==> src/rtl/wb_gpio_ctrl_if.sv <==
// Wishbone classic slave bus bundle for the GPIO controller (32-bit data, byte address).
// Master drives cyc/stb/we/sel/adr/dat_i; slave returns ack and read data.
interface wb_gpio_ctrl_if;
    logic        wbs_cyc_i;
    logic        wbs_stb_i;
    logic        wbs_we_i;
    logic [3:0]  wbs_sel_i;
    logic [31:0] wbs_adr_i;
    logic [31:0] wbs_dat_i;
    logic        wbs_ack_o;
    logic [31:0] wbs_dat_o;

    modport master (
        output wbs_cyc_i, wbs_stb_i, wbs_we_i, wbs_sel_i, wbs_adr_i, wbs_dat_i,
        input  wbs_ack_o, wbs_dat_o
    );

    modport slave (
        input  wbs_cyc_i, wbs_stb_i, wbs_we_i, wbs_sel_i, wbs_adr_i, wbs_dat_i,
        output wbs_ack_o, wbs_dat_o
    );
endinterface

==> src/rtl/wb_gpio_ctrl.sv <==
// Wishbone GPIO controller: OUT/OEB/IEN/STAT registers, 2-flop input sync, sticky edge status, irq.
// Latency: ack one cycle after a hit, then one forced-low cycle; irq four edges after a pin change.
// Optional falling-edge polarity register (POL) is built when WB_GPIO_FALL_EDGE_EN is defined.
module wb_gpio_ctrl #(
    parameter logic [31:0] BASE_ADR = 32'h3000_0000,
    parameter int          IO_W     = 38
) (
    input  logic            wb_clk_i,
    input  logic            wb_rst_n_i,
    wb_gpio_ctrl_if.slave   wbs,
    input  logic [IO_W-1:0] io_in,
    output logic [IO_W-1:0] io_out,
    output logic [IO_W-1:0] io_oeb,
    output logic            irq_o
);
    localparam logic [4:0] IDX_OUT  = 5'd0;
    localparam logic [4:0] IDX_OEB  = 5'd1;
    localparam logic [4:0] IDX_IN   = 5'd2;
    localparam logic [4:0] IDX_IEN  = 5'd3;
    localparam logic [4:0] IDX_STAT = 5'd4;
    localparam logic [4:0] IDX_POL  = 5'd5;

    logic            ack_q;
    logic [31:0]     dat_q;
    logic            irq_q;
    logic [IO_W-1:0] out_q, oeb_q, ien_q, stat_q;
    logic [IO_W-1:0] s1_q, s2_q, prev_q;
    logic [IO_W-1:0] evt, clr, wmask, wdat;
    logic [63:0]     m64, d64, rd64;
    logic [31:0]     mask32, rdata;
    logic [4:0]      idx;
    logic            hit, acc, wr, hi;
    logic            unused_adr;

    // Each register is a 64-bit view split into LO/HI words; adr[2] picks the word.
    assign hit = wbs.wbs_cyc_i & wbs.wbs_stb_i & (wbs.wbs_adr_i[31:8] == BASE_ADR[31:8]);
    assign acc = hit & ~ack_q;
    assign wr  = acc & wbs.wbs_we_i;
    assign idx = wbs.wbs_adr_i[7:3];
    assign hi  = wbs.wbs_adr_i[2];
    assign unused_adr = ^wbs.wbs_adr_i[1:0];

    assign mask32 = {{8{wbs.wbs_sel_i[3]}}, {8{wbs.wbs_sel_i[2]}},
                     {8{wbs.wbs_sel_i[1]}}, {8{wbs.wbs_sel_i[0]}}};
    assign m64    = hi ? {mask32, 32'h0} : {32'h0, mask32};
    assign d64    = hi ? {wbs.wbs_dat_i, 32'h0} : {32'h0, wbs.wbs_dat_i};
    assign wmask  = IO_W'(m64);
    assign wdat   = IO_W'(d64);
    assign clr    = (wr && idx == IDX_STAT) ? (wdat & wmask) : '0;

`ifdef WB_GPIO_FALL_EDGE_EN
    logic [IO_W-1:0] pol_q;
    // XOR with POL turns a falling edge into a rising one for the detector.
    assign evt = (s2_q ^ pol_q) & ~(prev_q ^ pol_q);
`else
    assign evt = s2_q & ~prev_q;
`endif

    always_comb begin
        rd64 = 64'h0;
        case (idx)
            IDX_OUT:  rd64 = 64'(out_q);
            IDX_OEB:  rd64 = 64'(oeb_q);
            IDX_IN:   rd64 = 64'(s2_q);
            IDX_IEN:  rd64 = 64'(ien_q);
            IDX_STAT: rd64 = 64'(stat_q);
`ifdef WB_GPIO_FALL_EDGE_EN
            IDX_POL:  rd64 = 64'(pol_q);
`endif
            default:  rd64 = 64'h0;
        endcase
        rdata = hi ? rd64[63:32] : rd64[31:0];
    end

    always_ff @(posedge wb_clk_i or negedge wb_rst_n_i) begin
        if (!wb_rst_n_i) begin
            ack_q  <= 1'b0;
            dat_q  <= '0;
            irq_q  <= 1'b0;
            out_q  <= '0;
            oeb_q  <= '1;
            ien_q  <= '0;
            stat_q <= '0;
            s1_q   <= '0;
            s2_q   <= '0;
            prev_q <= '0;
`ifdef WB_GPIO_FALL_EDGE_EN
            pol_q  <= '0;
`endif
        end else begin
            ack_q  <= acc;
            dat_q  <= (acc && !wbs.wbs_we_i) ? rdata : 32'h0;
            s1_q   <= io_in;
            s2_q   <= s1_q;
            prev_q <= s2_q;
            // A new edge wins over a same-cycle W1C of that bit.
            stat_q <= (stat_q & ~clr) | evt;
            irq_q  <= |(stat_q & ien_q);
            if (wr) begin
                case (idx)
                    IDX_OUT: out_q <= (out_q & ~wmask) | (wdat & wmask);
                    IDX_OEB: oeb_q <= (oeb_q & ~wmask) | (wdat & wmask);
                    IDX_IEN: ien_q <= (ien_q & ~wmask) | (wdat & wmask);
`ifdef WB_GPIO_FALL_EDGE_EN
                    IDX_POL: pol_q <= (pol_q & ~wmask) | (wdat & wmask);
`endif
                    default: ;
                endcase
            end
        end
    end

    assign wbs.wbs_ack_o = ack_q;
    assign wbs.wbs_dat_o = dat_q;
    assign io_out        = out_q;
    assign io_oeb        = oeb_q;
    assign irq_o         = irq_q;
endmodule

==> src/flat_wrapper.sv <==
// flat-port wrapper written by rule: the top's interface ports become plain ports
module wb_gpio_ctrl_flat 
#(
    parameter logic [31:0] BASE_ADR = 32'h3000_0000,
    parameter int          IO_W     = 38
)
  (wb_clk_i, wb_rst_n_i, io_in, io_out, io_oeb, irq_o, wbs_wbs_cyc_i, wbs_wbs_stb_i, wbs_wbs_we_i, wbs_wbs_sel_i, wbs_wbs_adr_i, wbs_wbs_dat_i, wbs_wbs_ack_o, wbs_wbs_dat_o);
  wb_gpio_ctrl_if wbs_i ();
  input  logic wb_clk_i;
  input  logic wb_rst_n_i;
  input  logic [IO_W-1:0] io_in;
  output logic [IO_W-1:0] io_out;
  output logic [IO_W-1:0] io_oeb;
  output logic irq_o;
  input wire logic [$bits(wbs_i.wbs_cyc_i)-1:0] wbs_wbs_cyc_i;
  input wire logic [$bits(wbs_i.wbs_stb_i)-1:0] wbs_wbs_stb_i;
  input wire logic [$bits(wbs_i.wbs_we_i)-1:0] wbs_wbs_we_i;
  input wire logic [$bits(wbs_i.wbs_sel_i)-1:0] wbs_wbs_sel_i;
  input wire logic [$bits(wbs_i.wbs_adr_i)-1:0] wbs_wbs_adr_i;
  input wire logic [$bits(wbs_i.wbs_dat_i)-1:0] wbs_wbs_dat_i;
  output wire logic [$bits(wbs_i.wbs_ack_o)-1:0] wbs_wbs_ack_o;
  output wire logic [$bits(wbs_i.wbs_dat_o)-1:0] wbs_wbs_dat_o;
  assign wbs_i.wbs_cyc_i = wbs_wbs_cyc_i;
  assign wbs_i.wbs_stb_i = wbs_wbs_stb_i;
  assign wbs_i.wbs_we_i = wbs_wbs_we_i;
  assign wbs_i.wbs_sel_i = wbs_wbs_sel_i;
  assign wbs_i.wbs_adr_i = wbs_wbs_adr_i;
  assign wbs_i.wbs_dat_i = wbs_wbs_dat_i;
  assign wbs_wbs_ack_o = wbs_i.wbs_ack_o;
  assign wbs_wbs_dat_o = wbs_i.wbs_dat_o;
  wb_gpio_ctrl #(.BASE_ADR(BASE_ADR), .IO_W(IO_W)) u_core (.wb_clk_i(wb_clk_i), .wb_rst_n_i(wb_rst_n_i), .wbs(wbs_i), .io_in(io_in), .io_out(io_out), .io_oeb(io_oeb), .irq_o(irq_o));
endmodule
==> config.mk <==
export PLATFORM = sky130hd
export DESIGN_NAME = wb_gpio_ctrl_flat
export DESIGN_NICKNAME = d
export VERILOG_FILES = /design/src/rtl/wb_gpio_ctrl_if.sv /design/src/rtl/wb_gpio_ctrl.sv /design/src/flat_wrapper.sv
export SDC_FILE = /design/constraint.sdc
export NUM_CORES = 1
export LEC_CHECK = 0
export ABC_AREA = 1
export BUFFER_PORTS_ARGS = -buffer_cell sky130_fd_sc_hd__buf_2
export CAP_MARGIN = 25
export CORE_MARGIN = 5
export CORE_UTILIZATION = 60
export DETAILED_ROUTE_END_ITERATION = 6
export PLACE_DENSITY = 0.85
export RECOVER_POWER = 25
export SYNTH_ARGS = -nofsm -noshare
export SYNTH_HDL_FRONTEND = slang
export SYNTH_SLANG_ARGS = --single-unit
==> constraint.sdc <==
create_clock -name wb_clk_i -period 2.99 [get_ports wb_clk_i]
set_input_delay 0.299 -clock wb_clk_i [delete_from_list [all_inputs] [get_ports wb_clk_i]]
set_output_delay 0.299 -clock wb_clk_i [all_outputs]
set_load 0.05 [all_outputs]
# After elaboration in Yosys (flattened, before gate mapping)
# Index checks and enable logic that the tools add are counted.
dict set report totals {
  ff_bits 300
  in_bits 111
  output_inout_bits 110
  word_cells 48
}
dict set report op_classes {
  n_eq_ne 5
  mux 6
  bitwise_logic 19
  reduce_logical 8
}
# operator count
set ops {}
lappend ops {{$and A38 B38 Y38} 7}
lappend ops {{$pmux W38 S5} 1}
lappend ops {{$or A38 B38 Y38} 4}
lappend ops {{$mux W38} 3}
lappend ops {{$not A38 Y38} 3}
lappend ops {{$mux W32} 2}
lappend ops {{$reduce_or A38 Y1} 1}
lappend ops {{$eq A24 B22 Y1 const B} 1}
lappend ops {{$eq A5 B2 Y1 const B} 2}
lappend ops {{$reduce_and A2 Y1} 3}
lappend ops {{$eq A5 B1 Y1 const B} 1}
lappend ops {{$eq A5 B3 Y1 const B} 1}
lappend ops {{$logic_not A5 Y1} 1}
lappend ops {{$and A1 B1 Y1} 4}
lappend ops {{$logic_and A1 B1 Y1} 2}
lappend ops {{$logic_not A1 Y1} 1}
lappend ops {{$not A1 Y1} 1}

# Logic depth before layout (Yosys ltp)
dict set report logic_depth {
  word_depth 9
  depth_mapped 11
  mapped_depth_nobuf 10
}

# Least setup slack after synthesis
# Ideal clock, no wire load.
dict set report synth_path {
  path_kind {register to register}
  startpoint {reg u_core.ack_q, in the netlist u_core.wbs.wbs_ack_o}
  endpoint {reg with a tool-made name}
  setup_ps 119
  arrival_time_ps 1649
  required_ps 2871
  path_slack_ps 1222
  stages_incl_launch_ff 8
  path_buffers 1
  synth_period_minus_slack_ps 1768
  cell_sequence {dfrtp_1 nor2_2 nand3_2 nor2_8 buf_2 nand4_1 nand2_1 nand2_1}
}
# element line
set synth_lines {}
lappend synth_lines {{from (decl)} wb_gpio_ctrl.sv:23} ;# logic ack_q;
lappend synth_lines {{from (signal assigned)} wb_gpio_ctrl.sv:77} ;# ack_q <= 1'b0;
lappend synth_lines {{from (signal assigned)} wb_gpio_ctrl.sv:91} ;# ack_q <= acc;

==> flow_summary.ini <==
[global_routing]
grt_overflow = 0
grt_pass1_wl_mm = 57.7
grt_max_degree = 101
busiest_layer = met2
grt_pass1_vias = 11300
antenna_found_initial = 1
gr-usage-met1_pct = 39.8
track_usage_pct = 29.9
grt.met3_usage_pct = 7.04
grt_use_met2_pct = 48.3

[synth]
synthFlopType = dfrtp_1
ys_async_sr_fraction_pct = 100
syn_area_per_cell_sq_um = 8.59
ys_ff_latch = 300
postSynthCellCount = 1476
syn_nets = 1587
synth_cell_types = 33
ys_seq_area_share_pct = 59.6
synth_edf_count = 0
synth_warnings = 0
mappedNetlistArea_sq_um = 12700

[job]
max-cap-violations = 0

[sta]
setup-violations-final = 0
grt_setup_unrepaired = false
fin_crit_ps = 2190
finalHoldViolCount = 0
drv_slew = 0
fmax_mhz = 456
slew_headroom_pct = 44.2
finalCritPeriodShare_pct = 73.3
fin_tns_setup_ps = 0
setup_ws_ps = 798
skew_ps = 8.51
tightest_slew_ps = 837
hold_ws_ps = 12.8

[routing]
num_vias = 11146
ant_nets = 0
wire_per_inst_um = 17.6
viasPerCell = 5.45
routed_wl_mm = 36.1
first_pass_iters = 6
drt-initial-drc-count = 1218
route.detailed.drc = 0

[power_and_ir_drop]
cellPowerDensity_nw_per_um2 = 527
vdd_ir_drop_max_mv = 0.437
leakagePower_nw = 8.49

[place]
dp_hpwl_mm = 23.8
pre_cts_slack_ps = 703
routabilityCongestion = 0.911
port-buffer-count = 218

[floorplanning]
fp-row-count = 53
die_w_um = 155
die_area_sq_um = 24100
die_h_um = 155
boundaryPins = 221
start_util_pct = 60.7
core_sq_um = 20900

[critical_path]
rr_startpoint = u_core.wbs.wbs_ack_o$_DFF_PN0_
required_ps = 3430
rrSetupSlack_ps = 800
cp-end-kind = register
worstRegToRegCells = 7
cp_data_arrival_time_ps = 2630
path_class = register to register
cp_max_fo = 20
startpoint = u_core.wbs.wbs_ack_o$_DFF_PN0_
start_kind = register

[cts]
cts_tree = built
root_buffer = clkbuf_16
htree_levels = 1
clockBufferDepth = 3
cts_resized = 0
cts_made_buffers = 29
clock-sinks = 300
cts_setup_buffers = 0
cts_hold_buf = 40
clk_latency_ps = 550
clk_pin_slew_worst_paths_ps = 60

[hold_path]
hold_depth = 3
holdCritStartpoint = wbs_wbs_dat_i[0]
hold_class = input port to register

[cells_and_area]
nFillCells = 1496
area_delta_synth_final_pct = 21.8
fin_util_pct = 73.9
layout.nets = 1857
layout-drive-gt1-share_pct = 20.6

[outcome]
run_status = finished, final reports clean
==> per-stage QoR <==
stage	instances	cell area [sq um]	power [W]
after floorplan	1476	12700	0.00438
after global placement	1950	14100	0.00461
after detailed placement	1950	14100	0.00462
after CTS	2043	15400	0.00816
after global routing	2044	15400	0.00839
final	2044	15400	0.00813
==> worst max-delay path, cell delays in order (launching register included) <==
cell and delay (ps):
dfrtp_1 380, nor2_2 140, nand3_2 180, nor2_8 390
buf_4 300, nand4_1 390, nand2_1 200, nand2_1 70
==> layer usage <==
metal / up-vias / wire [um]
li1: 5128 / -
met1: 5216 / 13600
met2: 694 / 17200
met3: 108 / 3970
met4: 0 / 1260
met5: - / 0
==> report_power, final <==
part,internal [W],total [W],leakage [nW],switching (W)
sequential,0.00414,0.00418,3.59,0.0000385
clock,0.00199,0.00353,0.456,0.00154
combinational,0.000144,0.000417,4.44,0.000273
total,0.00628,0.00813,8.49,0.00185
==> logic make-up after synthesis <==
kind of cell           synth area share (%)
DFF                                    59.6
and+or+nand+nor                        32.2
buffers and inverters                  6.42
AOI/OAI and AO/OA                      1.78
==> layout make-up <==
| cell class | instances | area [sq um] | area share [%] |
|---|---|---|---|
| inverter | 130 | 488 | 3.16 |
| clock inverter | 12 | 91.3 | 0.592 |
| clock buffer | 41 | 821 | 5.32 |
| sequential | 300 | 7550 | 48.9 |
| antenna | 1 | 2.50 | 0.0162 |
| tap | 275 | 344 | 2.23 |
| timing repair buffer | 294 | 1830 | 11.8 |
| multi-input combinational | 991 | 4310 | 27.9 |
==> synthesized netlist by cell type, types with 6 or more instances <==
cell type | count | share of area (%)
nand2_1 | 684 | 20
dfrtp_1 | 262 | 52
nor2_1 | 133 | 3.9
inv_1 | 123 | 3.6
nand4_1 | 86 | 4.2
dfstp_2 | 38 | 7.9
buf_2 | 29 | 1.1
nand3_1 | 26 | 1.0
o21ai_0 | 11 | 0.43
buf_6 | 9 | 0.80
clkbuf_1 | 9 | 0.27
nand4_4 | 8 | 1.3
nor2_2 | 7 | 0.35
o22ai_1 | 6 | 0.30
==> final timing paths <==
check                                                     to
setup / recovery                                    register
hold / removal                                      register
setup reg to reg                                    register
hold reg to reg                    u_core.s2_q[15]$_DFF_PN0_
max in group asynchronous                          async pin
min in group asynchronous  u_core.wbs.wbs_dat_o[4]$_DFF_PN0_
==> layout by cell type (no fill, tap or decap), types with 8 or more instances in the layout <==
| master | n |
|---|---|
| buf_4 | 31 |
| nand3_1 | 26 |
| clkinv_2 | 9 |
| inv_1 | 122 |
| o21ai_0 | 11 |
| dlygate4sd3_1 | 40 |
| nand2_1 | 684 |
| clkbuf_16 | 29 |
| nor2_1 | 133 |
| dfrtp_1 | 262 |
| nand4_1 | 86 |
| dfstp_2 | 38 |
| buf_2 | 212 |
| clkbuf_1 | 12 |
| nand4_4 | 8 |
No activity file was read; power rests on OpenSTA's default activity.
